**config.mk**
```make
export PLATFORM = sky130hd
export DESIGN_NAME = fifo_rd_stream_flat
export DESIGN_NICKNAME = d
export VERILOG_FILES = /design/src/rtl/fifo_rd_stream_if.sv /design/src/rtl/fifo_rd_stream.sv /design/src/flat_wrapper.sv
export SDC_FILE = /design/constraint.sdc
export NUM_CORES = 1
export LEC_CHECK = 0
export CAP_MARGIN = 15
export CORE_ASPECT_RATIO = 0.7
export CORE_MARGIN = 2
export CORE_UTILIZATION = 50
export DETAILED_ROUTE_END_ITERATION = 16
export GPL_TIMING_DRIVEN = 0
export PLACE_DENSITY_LB_ADDON = 0.12
export SETUP_SLACK_MARGIN = 0.05
export SLEW_MARGIN = 20
export SYNTH_ARGS = -nofsm -noshare
export SYNTH_HDL_FRONTEND = slang
export SYNTH_SLANG_ARGS = --single-unit
```
**constraint.sdc**
```tcl
create_clock -name rclk -period 3.3 [get_ports rclk]
set_input_delay 0.495 -clock rclk [delete_from_list [all_inputs] [get_ports rclk]]
set_output_delay 0.495 -clock rclk [all_outputs]
set_load 0.01 [all_outputs]
```
**src/rtl/fifo_rd_stream_if.sv**
```systemverilog
// Read-side FIFO port plus downstream valid/ready stream, bundled for fifo_rd_stream.
// master: the streaming block; slave: the FIFO/downstream environment.
interface fifo_rd_stream_if #(
    parameter int DSIZE = 8
);
    logic             rempty;
    logic [DSIZE-1:0] rdata;
    logic             rinc;
    logic             m_valid;
    logic             m_ready;
    logic [DSIZE-1:0] m_data;

    modport master (
        input  rempty,
        input  rdata,
        output rinc,
        output m_valid,
        input  m_ready,
        output m_data
    );

    modport slave (
        output rempty,
        output rdata,
        input  rinc,
        input  m_valid,
        output m_ready,
        input  m_data
    );
endinterface

```
**src/rtl/fifo_rd_stream.sv**
```systemverilog
// Drains a FIFO read port into a 2-entry valid/ready output buffer (FALLTHROUGH "TRUE"/"FALSE").
// Defining FIFO_RD_WORDCNT_EN adds the 16-bit wrapping wordcnt output of delivered words.
module fifo_rd_stream #(
    parameter int    DSIZE       = 8,
    parameter string FALLTHROUGH = "TRUE"
) (
    input  logic               rclk,
    input  logic               rrst,
    fifo_rd_stream_if.master   bus,
    output logic [1:0]         buf_level
`ifdef FIFO_RD_WORDCNT_EN
    ,
    output logic [15:0]        wordcnt
`endif
);

    localparam bit FWFT = (FALLTHROUGH == "TRUE");

    typedef enum logic [1:0] {
        ST_EMPTY = 2'd0,
        ST_ONE   = 2'd1,
        ST_FULL  = 2'd2
    } state_e;

    state_e           state_q, state_d;
    logic [DSIZE-1:0] head_q, head_d;
    logic [DSIZE-1:0] tail_q, tail_d;
    logic             pending_q, pending_d;
    logic [1:0]       level_s;
    logic [1:0]       occ_s;
    logic             m_valid_s;
    logic             pop_s;
    logic             push_s;
    logic             rinc_s;

    assign level_s = state_q;

    // Output decode: everything downstream sees comes straight from flops.
    always_comb begin
        m_valid_s = 1'b0;
        case (state_q)
            ST_EMPTY: m_valid_s = 1'b0;
            ST_ONE:   m_valid_s = 1'b1;
            ST_FULL:  m_valid_s = 1'b1;
            default:  m_valid_s = 1'b0;
        endcase
    end

    // Read request: words held or in flight, net of this cycle's pop, must stay below 2.
    always_comb begin
        pop_s  = m_valid_s && bus.m_ready;
        occ_s  = level_s + {1'b0, pending_q};
        rinc_s = !bus.rempty && !rrst && ((occ_s - {1'b0, pop_s}) < 2'd2);
        if (FWFT) begin
            push_s    = rinc_s;
            pending_d = 1'b0;
        end else begin
            push_s    = pending_q;
            pending_d = rinc_s;
        end
    end

    // Next-state: occupancy moves only when push and pop differ.
    always_comb begin
        state_d = state_q;
        case ({push_s, pop_s})
            2'b10:   state_d = (state_q == ST_EMPTY) ? ST_ONE : ST_FULL;
            2'b01:   state_d = (state_q == ST_FULL) ? ST_ONE : ST_EMPTY;
            default: state_d = state_q;
        endcase
    end

    // Buffer data: pop shifts tail into head, then the push lands in the first free slot.
    always_comb begin
        if (pop_s) begin
            head_d = tail_q;
        end else begin
            head_d = head_q;
        end
        tail_d = tail_q;
        if (push_s) begin
            if ((state_q == ST_EMPTY) || ((state_q == ST_ONE) && pop_s)) begin
                head_d = bus.rdata;
            end else begin
                tail_d = bus.rdata;
            end
        end else begin
            tail_d = tail_q;
        end
    end

    always_ff @(posedge rclk or posedge rrst) begin
        if (rrst) begin
            state_q   <= ST_EMPTY;
            pending_q <= 1'b0;
            head_q    <= {DSIZE{1'b0}};
            tail_q    <= {DSIZE{1'b0}};
        end else begin
            state_q   <= state_d;
            pending_q <= pending_d;
            head_q    <= head_d;
            tail_q    <= tail_d;
        end
    end

    assign bus.rinc    = rinc_s;
    assign bus.m_valid = m_valid_s;
    assign bus.m_data  = head_q;
    assign buf_level   = level_s;

`ifdef FIFO_RD_WORDCNT_EN
    logic [15:0] wordcnt_q, wordcnt_d;

    // Delivered-word counter, wraps naturally at 16 bits.
    always_comb begin
        if (pop_s) begin
            wordcnt_d = wordcnt_q + 16'd1;
        end else begin
            wordcnt_d = wordcnt_q;
        end
    end

    always_ff @(posedge rclk or posedge rrst) begin
        if (rrst) begin
            wordcnt_q <= 16'd0;
        end else begin
            wordcnt_q <= wordcnt_d;
        end
    end

    assign wordcnt = wordcnt_q;
`endif

endmodule
```
**src/flat_wrapper.sv**
```systemverilog
// flat-port wrapper written by rule: the top's interface ports become plain ports
module fifo_rd_stream_flat 
#(
    parameter int    DSIZE       = 8,
    parameter string FALLTHROUGH = "    "
)
  (rclk, rrst, buf_level, bus_rempty, bus_rdata, bus_rinc, bus_m_valid, bus_m_ready, bus_m_data);
  fifo_rd_stream_if #(.DSIZE(DSIZE)) bus_i ();
  input  logic rclk;
  input  logic rrst;
  output logic [1:0] buf_level;
  input wire logic [$bits(bus_i.rempty)-1:0] bus_rempty;
  input wire logic [$bits(bus_i.rdata)-1:0] bus_rdata;
  output wire logic [$bits(bus_i.rinc)-1:0] bus_rinc;
  output wire logic [$bits(bus_i.m_valid)-1:0] bus_m_valid;
  input wire logic [$bits(bus_i.m_ready)-1:0] bus_m_ready;
  output wire logic [$bits(bus_i.m_data)-1:0] bus_m_data;
  assign bus_i.rempty = bus_rempty;
  assign bus_i.rdata = bus_rdata;
  assign bus_rinc = bus_i.rinc;
  assign bus_m_valid = bus_i.m_valid;
  assign bus_i.m_ready = bus_m_ready;
  assign bus_m_data = bus_i.m_data;
  fifo_rd_stream #(.DSIZE(DSIZE), .FALLTHROUGH(FALLTHROUGH)) u_core (.rclk(rclk), .rrst(rrst), .bus(bus_i), .buf_level(buf_level));
endmodule
```
After elaboration in Yosys (flattened, before gate mapping):

Index checks and enable logic that the tools add are counted.

* add/subtract/negate cells: 2
* order comparisons: 1
* equal/unequal tests: 4
* mux-type cells: 7
* bitwise gates (word level): 1
* reduce and logical (&&, ||, !) cells: 11

Operator list (number)
* $mux W8: 3
* $eq A2 B1 Y1 const B: 2
* $eq A2 B2 Y1 const B: 2
* $logic_and A1 B1 Y1: 4
* $pmux W2 S2: 1
* $add A2 B1 Y2: 1
* $logic_not A1 Y1: 2
* $logic_not A2 Y1: 1
* $lt A2 B2 Y1 const B: 1
* $mux W1: 2
* $mux W2: 1
* $reduce_and A2 Y1: 1
* $reduce_bool A2 Y1: 1
* $reduce_or A2 Y1: 1
* $sub A2 B1 Y2: 1
* $logic_or A1 B1 Y1: 1
* $not A1 Y1: 1

* register bits after elaboration: 19
* input port bits: 12
* output and inout bits: 12
* logic and storage cells: 30

Longest topological paths before layout:

* word-level depth: 8
* depth in mapped cells: 7
* mapped depth without buffers: 7

Worst setup path before layout:

OpenSTA, ideal clock, no wires.

* path kind: register to output
* from: reg u_core.state_q[0] (netlist: u_core.buf_level[0])
* to: out bus_rinc
* arrival: 1623 ps
* data required time: 2805 ps
* slack: 1182 ps
* cell stages (with the launch flop): 6
* path buffers: 0
* path through: dfrtp_1 > inv_1 > ha_1 > nand2_2 > o22ai_1 > a221oi_1

* longest elaborated chain between the ends: 7
* elaborated cells between the ends (all ways): 9
* classes of those cells: add/sub: 2; order compare: 1; eq/ne: 2; mux: 1; reduce/logical: 3

RTL lines
* from (decl): RTL line fifo_rd_stream.sv:25 `state_e state_q, state_d;`
* from (signal assigned): RTL line fifo_rd_stream.sv:99 `state_q <= state_d;`
* $eq A2 B1 Y1 / $eq A2 B2 Y1 (equally long branches): RTL line fifo_rd_stream.sv:41 `case (state_q)`
* $reduce_or A2 Y1 (no source line) *
* $mux W1 *: RTL line fifo_rd_stream.sv:41
* net bus_m_valid: RTL line flat_wrapper.sv:15 `output wire logic [$bits(bus_i.m_valid)-1:0] bus_m_valid;`
* $logic_and A1 B1 Y1 *: RTL line fifo_rd_stream.sv:51 `pop_s = m_valid_s && bus.m_ready;`
* $sub A2 B1 Y2 *: RTL line fifo_rd_stream.sv:53 `rinc_s = !bus.rempty && !rrst && ((occ_s - {1'b0, pop_s}) < 2'd2);`
* $lt A2 B2 Y1 *: RTL line fifo_rd_stream.sv:53
* $logic_and A1 B1 Y1 *: RTL line fifo_rd_stream.sv:53
* to (decl): RTL line flat_wrapper.sv:14 `output wire logic [$bits(bus_i.rinc)-1:0] bus_rinc;`

Mark *: on every way through the listed nets, which the timed path passes. The rest lies on a longest branch.

Final worst setup path:

* from: reg u_core.state_q[1] (netlist: u_core.buf_level[1])
* to: out bus_rinc

* longest elaborated chain between the ends: 7
* elaborated cells between the ends (all ways): 9
* classes of those cells: add/sub: 2; order compare: 1; eq/ne: 2; mux: 1; reduce/logical: 3

RTL lines (RTL line)
* $eq A2 B1 Y1 / $eq A2 B2 Y1 (equally long branches): fifo_rd_stream.sv:41
* $reduce_or A2 Y1 (no source line)
* $mux W1: fifo_rd_stream.sv:41
* $logic_and A1 B1 Y1: fifo_rd_stream.sv:51
* $sub A2 B1 Y2 *: fifo_rd_stream.sv:53
* $lt A2 B2 Y1 *: fifo_rd_stream.sv:53
* $logic_and A1 B1 Y1 *: fifo_rd_stream.sv:53

Mark *: on every way between the ends. The rest lies on a longest branch, timed or not.

==> results.txt <==
----------------------------------------------------
[Outcome]
  Result of the run ... finished clean

[Clock tree]
  CTS tree ... done
  Num CTS Buffers ... 3
  Hold Buf Count CTS ... 0
  Post-CTS Setup Inserts ... 0
  Clock transition at the registers of the reported paths ... 0.11 ns
  CTS Root Cell ... clkbuf_4
  Insertion delay to the later sink of the worst-skew pair ... 0.30 ns
  TritonCTS Sinks ... 19
  Bufs on Longest Clock Path ... 2
  Post-CTS resize count ... 0
  Level count of the clock H-tree ... 1

[Timing]
  Final Skew ... 0.00612 ns
  Final setup violating endpoints ... 0
  Maximum clock frequency ... 333 MHz
  Setup repair after global routing missed its margin ... no
  Tightest Pin Transition ... 0.706 ns
  Fin Setup TNS ... 0 ns
  Fin. max-slew vios ... 0
  Period Utilization, post-route ... 90.9%
  Minimum clock period after layout ... 3.00 ns
  Max-slew headroom at the worst pin ... 52.9%
  Final Hold Fails ... 0

[Hold path]
  Number of stages on the worst hold path ... 1
  Hold crit path type ... flip-flop to flip-flop

[Drt]
  DR pass1 iterations ... 4
  Routed length per placed instance ... 13.9 um
  Residual antenna-violating net count after detailed routing ... 0
  Number of remaining DRC errors ... 0
  Post-Route WL ... 1.63 mm
  Number of vias in the routed layout ... 600
  Via count normalized by instance count ... 5.13
  Drt initial violations ... 15

[Cells and area]
  Fraction of the core area covered by cells at the end of the flow ... 67.7%
  Layout overhead on the synthesized area ... 30.1%
  Fraction of layout instances using a drive strength above 1 ... 24.2%
  Post-route insts no fill ... 117
  Final instance area ... 0.00123 mm^2
  Antenna Cells ... 0
  # nets final ... 112

[Global routing]
  Vias in the first global route ... 540
  Antenna violations before repair ... 0
  Congestion Overflow GR ... 0
  Maximum number of pins on one net before global-route repair ... 20
  First-pass GRT wire length ... 2.69 mm
  Global Route Usage Sum ... 16.7%

[Synth]
  Share of synthesized area occupied by flip-flops and latches ... 50.1%
  Synthesized area ... 948 um^2
  Synthesized area divided by synthesized cell count ... 13.9 um^2
  Yosys warnings ... 0
  Post-synthesis sequential element count ... 19
  Cells after Synth ... 68
  Number of distinct library cell variants in the gate-level netlist after synthesis ... 19
  Post-Synthesis Net Count ... 84

[Run]
  Number of maximum-capacitance constraint violations ... 0

[Critical path]
  Arrival @ worst endpoint ... 2.51 ns
  Critical Path End Type ... output pin
  Total stage count of the critical path ... 6
  CP max stage delay ... 0.60 ns
  Startpoint types ... flip-flop
  Series of cell instances along the critical path ... inv_1, ha_1, nand2_2, o22ai_1, a221oi_1, clkdlybuf4s50_1
  Dominant delay contributor by cell family on the critical path ... buffers and inverters
  Crit path buf inv count ... 2
  R2R Setup Slk ... 1.39 ns
  WS Path Type ... flip-flop to output pin
  Critical Path Slowest Stage Cell ... clkdlybuf4s50_1
  Req. time, crit path ... 2.80 ns
  Worst reg-to-reg path cell count ... 6
  Maximum fanout along the worst path ... 10

[Die]
  Chip Width ... 56.1 um
  Core Footprint ... 0.00182 mm^2
  Number of core rows ... 13
  Die height ... 40.4 um
  Initial core utilization ... 52.1%
  Number of ports placed on the die boundary ... 24
  Die area ... 0.00227 mm^2

[Pwr]
  Overall power consumption ... 1.19 mW
  Areal power density over the cells ... 961 mW/mm^2
  Largest vdd supply drop ... 0.705 mV
  Leakage ... 0.568 nW

[Place]
  Number of cells in the design after placement ... 113
  Final Wtd Congestion ... 0.834
  Detailed placement HPWL ... 1.20 mm
  DP Area ... 0.00121 mm^2
  IO buf count ... 23

----------------------------------------------------
cell usage in the layout (no fill, tap or decap), types with 2 or more instances in the layout:
master            n
clkdlybuf4s50_1  23
nand2_2           2
dfrtp_1          19
mux2_2            8
nand2_1           3
inv_1             5
ha_1              4
mux2_1            8
mux2_4            8
clkbuf_4          3
cells in the mapped netlist:
library cell,instances,area (um^2)
a221oi_1,1,8.76
a31oi_1,1,6.26
buf_6,1,11.3
dfrtp_1,19,475
ha_1,4,50.1
inv_1,5,18.8
mux2_1,8,90.1
mux2_2,8,90.1
mux2_4,8,120
mux2i_1,1,10.0
nand2_1,3,11.3
nand2_2,2,12.5
nand2b_1,1,6.26
nor2_1,1,3.75
nor2b_1,1,6.26
o21ai_0,1,5.00
o22ai_1,1,6.26
o31ai_1,1,7.51
o41ai_1,1,8.76
sequential cells by signal (all words and copies together), names as in the netlist:
register,cells
u_core.tail_q,8
u_core.buf_level,2
u_core.pending_q,1
u_core.bus.m_data,8
stage by stage:
step           hold WS, ns  setup WS [ns]
3_5_place_dp         0.478          0.562
4_1_cts              0.503          0.308
5_1_grt              0.531         0.0980
3_3_place_gp         0.471          0.574
2_1_floorplan        0.446           1.18
6_report             0.500          0.299
power by group:
part,internal (mW),total [mW],switching [mW]
clock,0.0452,0.120,0.0745
sequential,0.351,0.418,0.0671
combinational,0.403,0.649,0.246
total,0.798,1.19,0.388
kinds of logic (layout without fill, tap and decap cells):
logic type,after synthesis,in the layout,synth area share (%)
adder cells (fa/ha/maj),4,4,5.28
multiplexers,25,25,32.7
flip-flops,19,19,50.1
AND/OR/NAND/NOR,8,8,4.22
AO/OA/AOI/OAI,6,6,4.49
buffers and inverters,6,33,3.17
area by class of cell:
class,count,area [um^2]
Tap cell,22,27.5
Multi-Input combinational cell,43,443
Inverter,5,18.8
Clock buffer,3,22.5
Buffer,1,11.3
Clock inverter,1,5.00
Fill cell,150,588
Sequential cell,19,475
Timing Repair Buffer,23,230
per-layer routing:
layer	part of all wire [%]	wire, um	up-vias	global-route usage (%)
met5	0	0	-	0
met1	51	839	279	22.4
met4	0.43	7	0	3.57
met3	7.1	116	2	7.42
met2	41	669	23	25.3
li1	-	-	296	-
worst paths after layout:
check / start / to
worst max-delay path: u_core.buf_level[1] / bus_rinc
worst min-delay path: u_core.tail_q[0] / u_core.tail_q[0]
worst max register to register: u_core.buf_level[1] / u_core.bus.m_data[0]
worst min register to register: u_core.tail_q[0] / u_core.tail_q[0]
max in group asynchronous: rrst / u_core.tail_q[7]
min in group asynchronous: rrst / u_core.bus.m_data[0]
No activity file was read; power rests on OpenSTA's default activity.
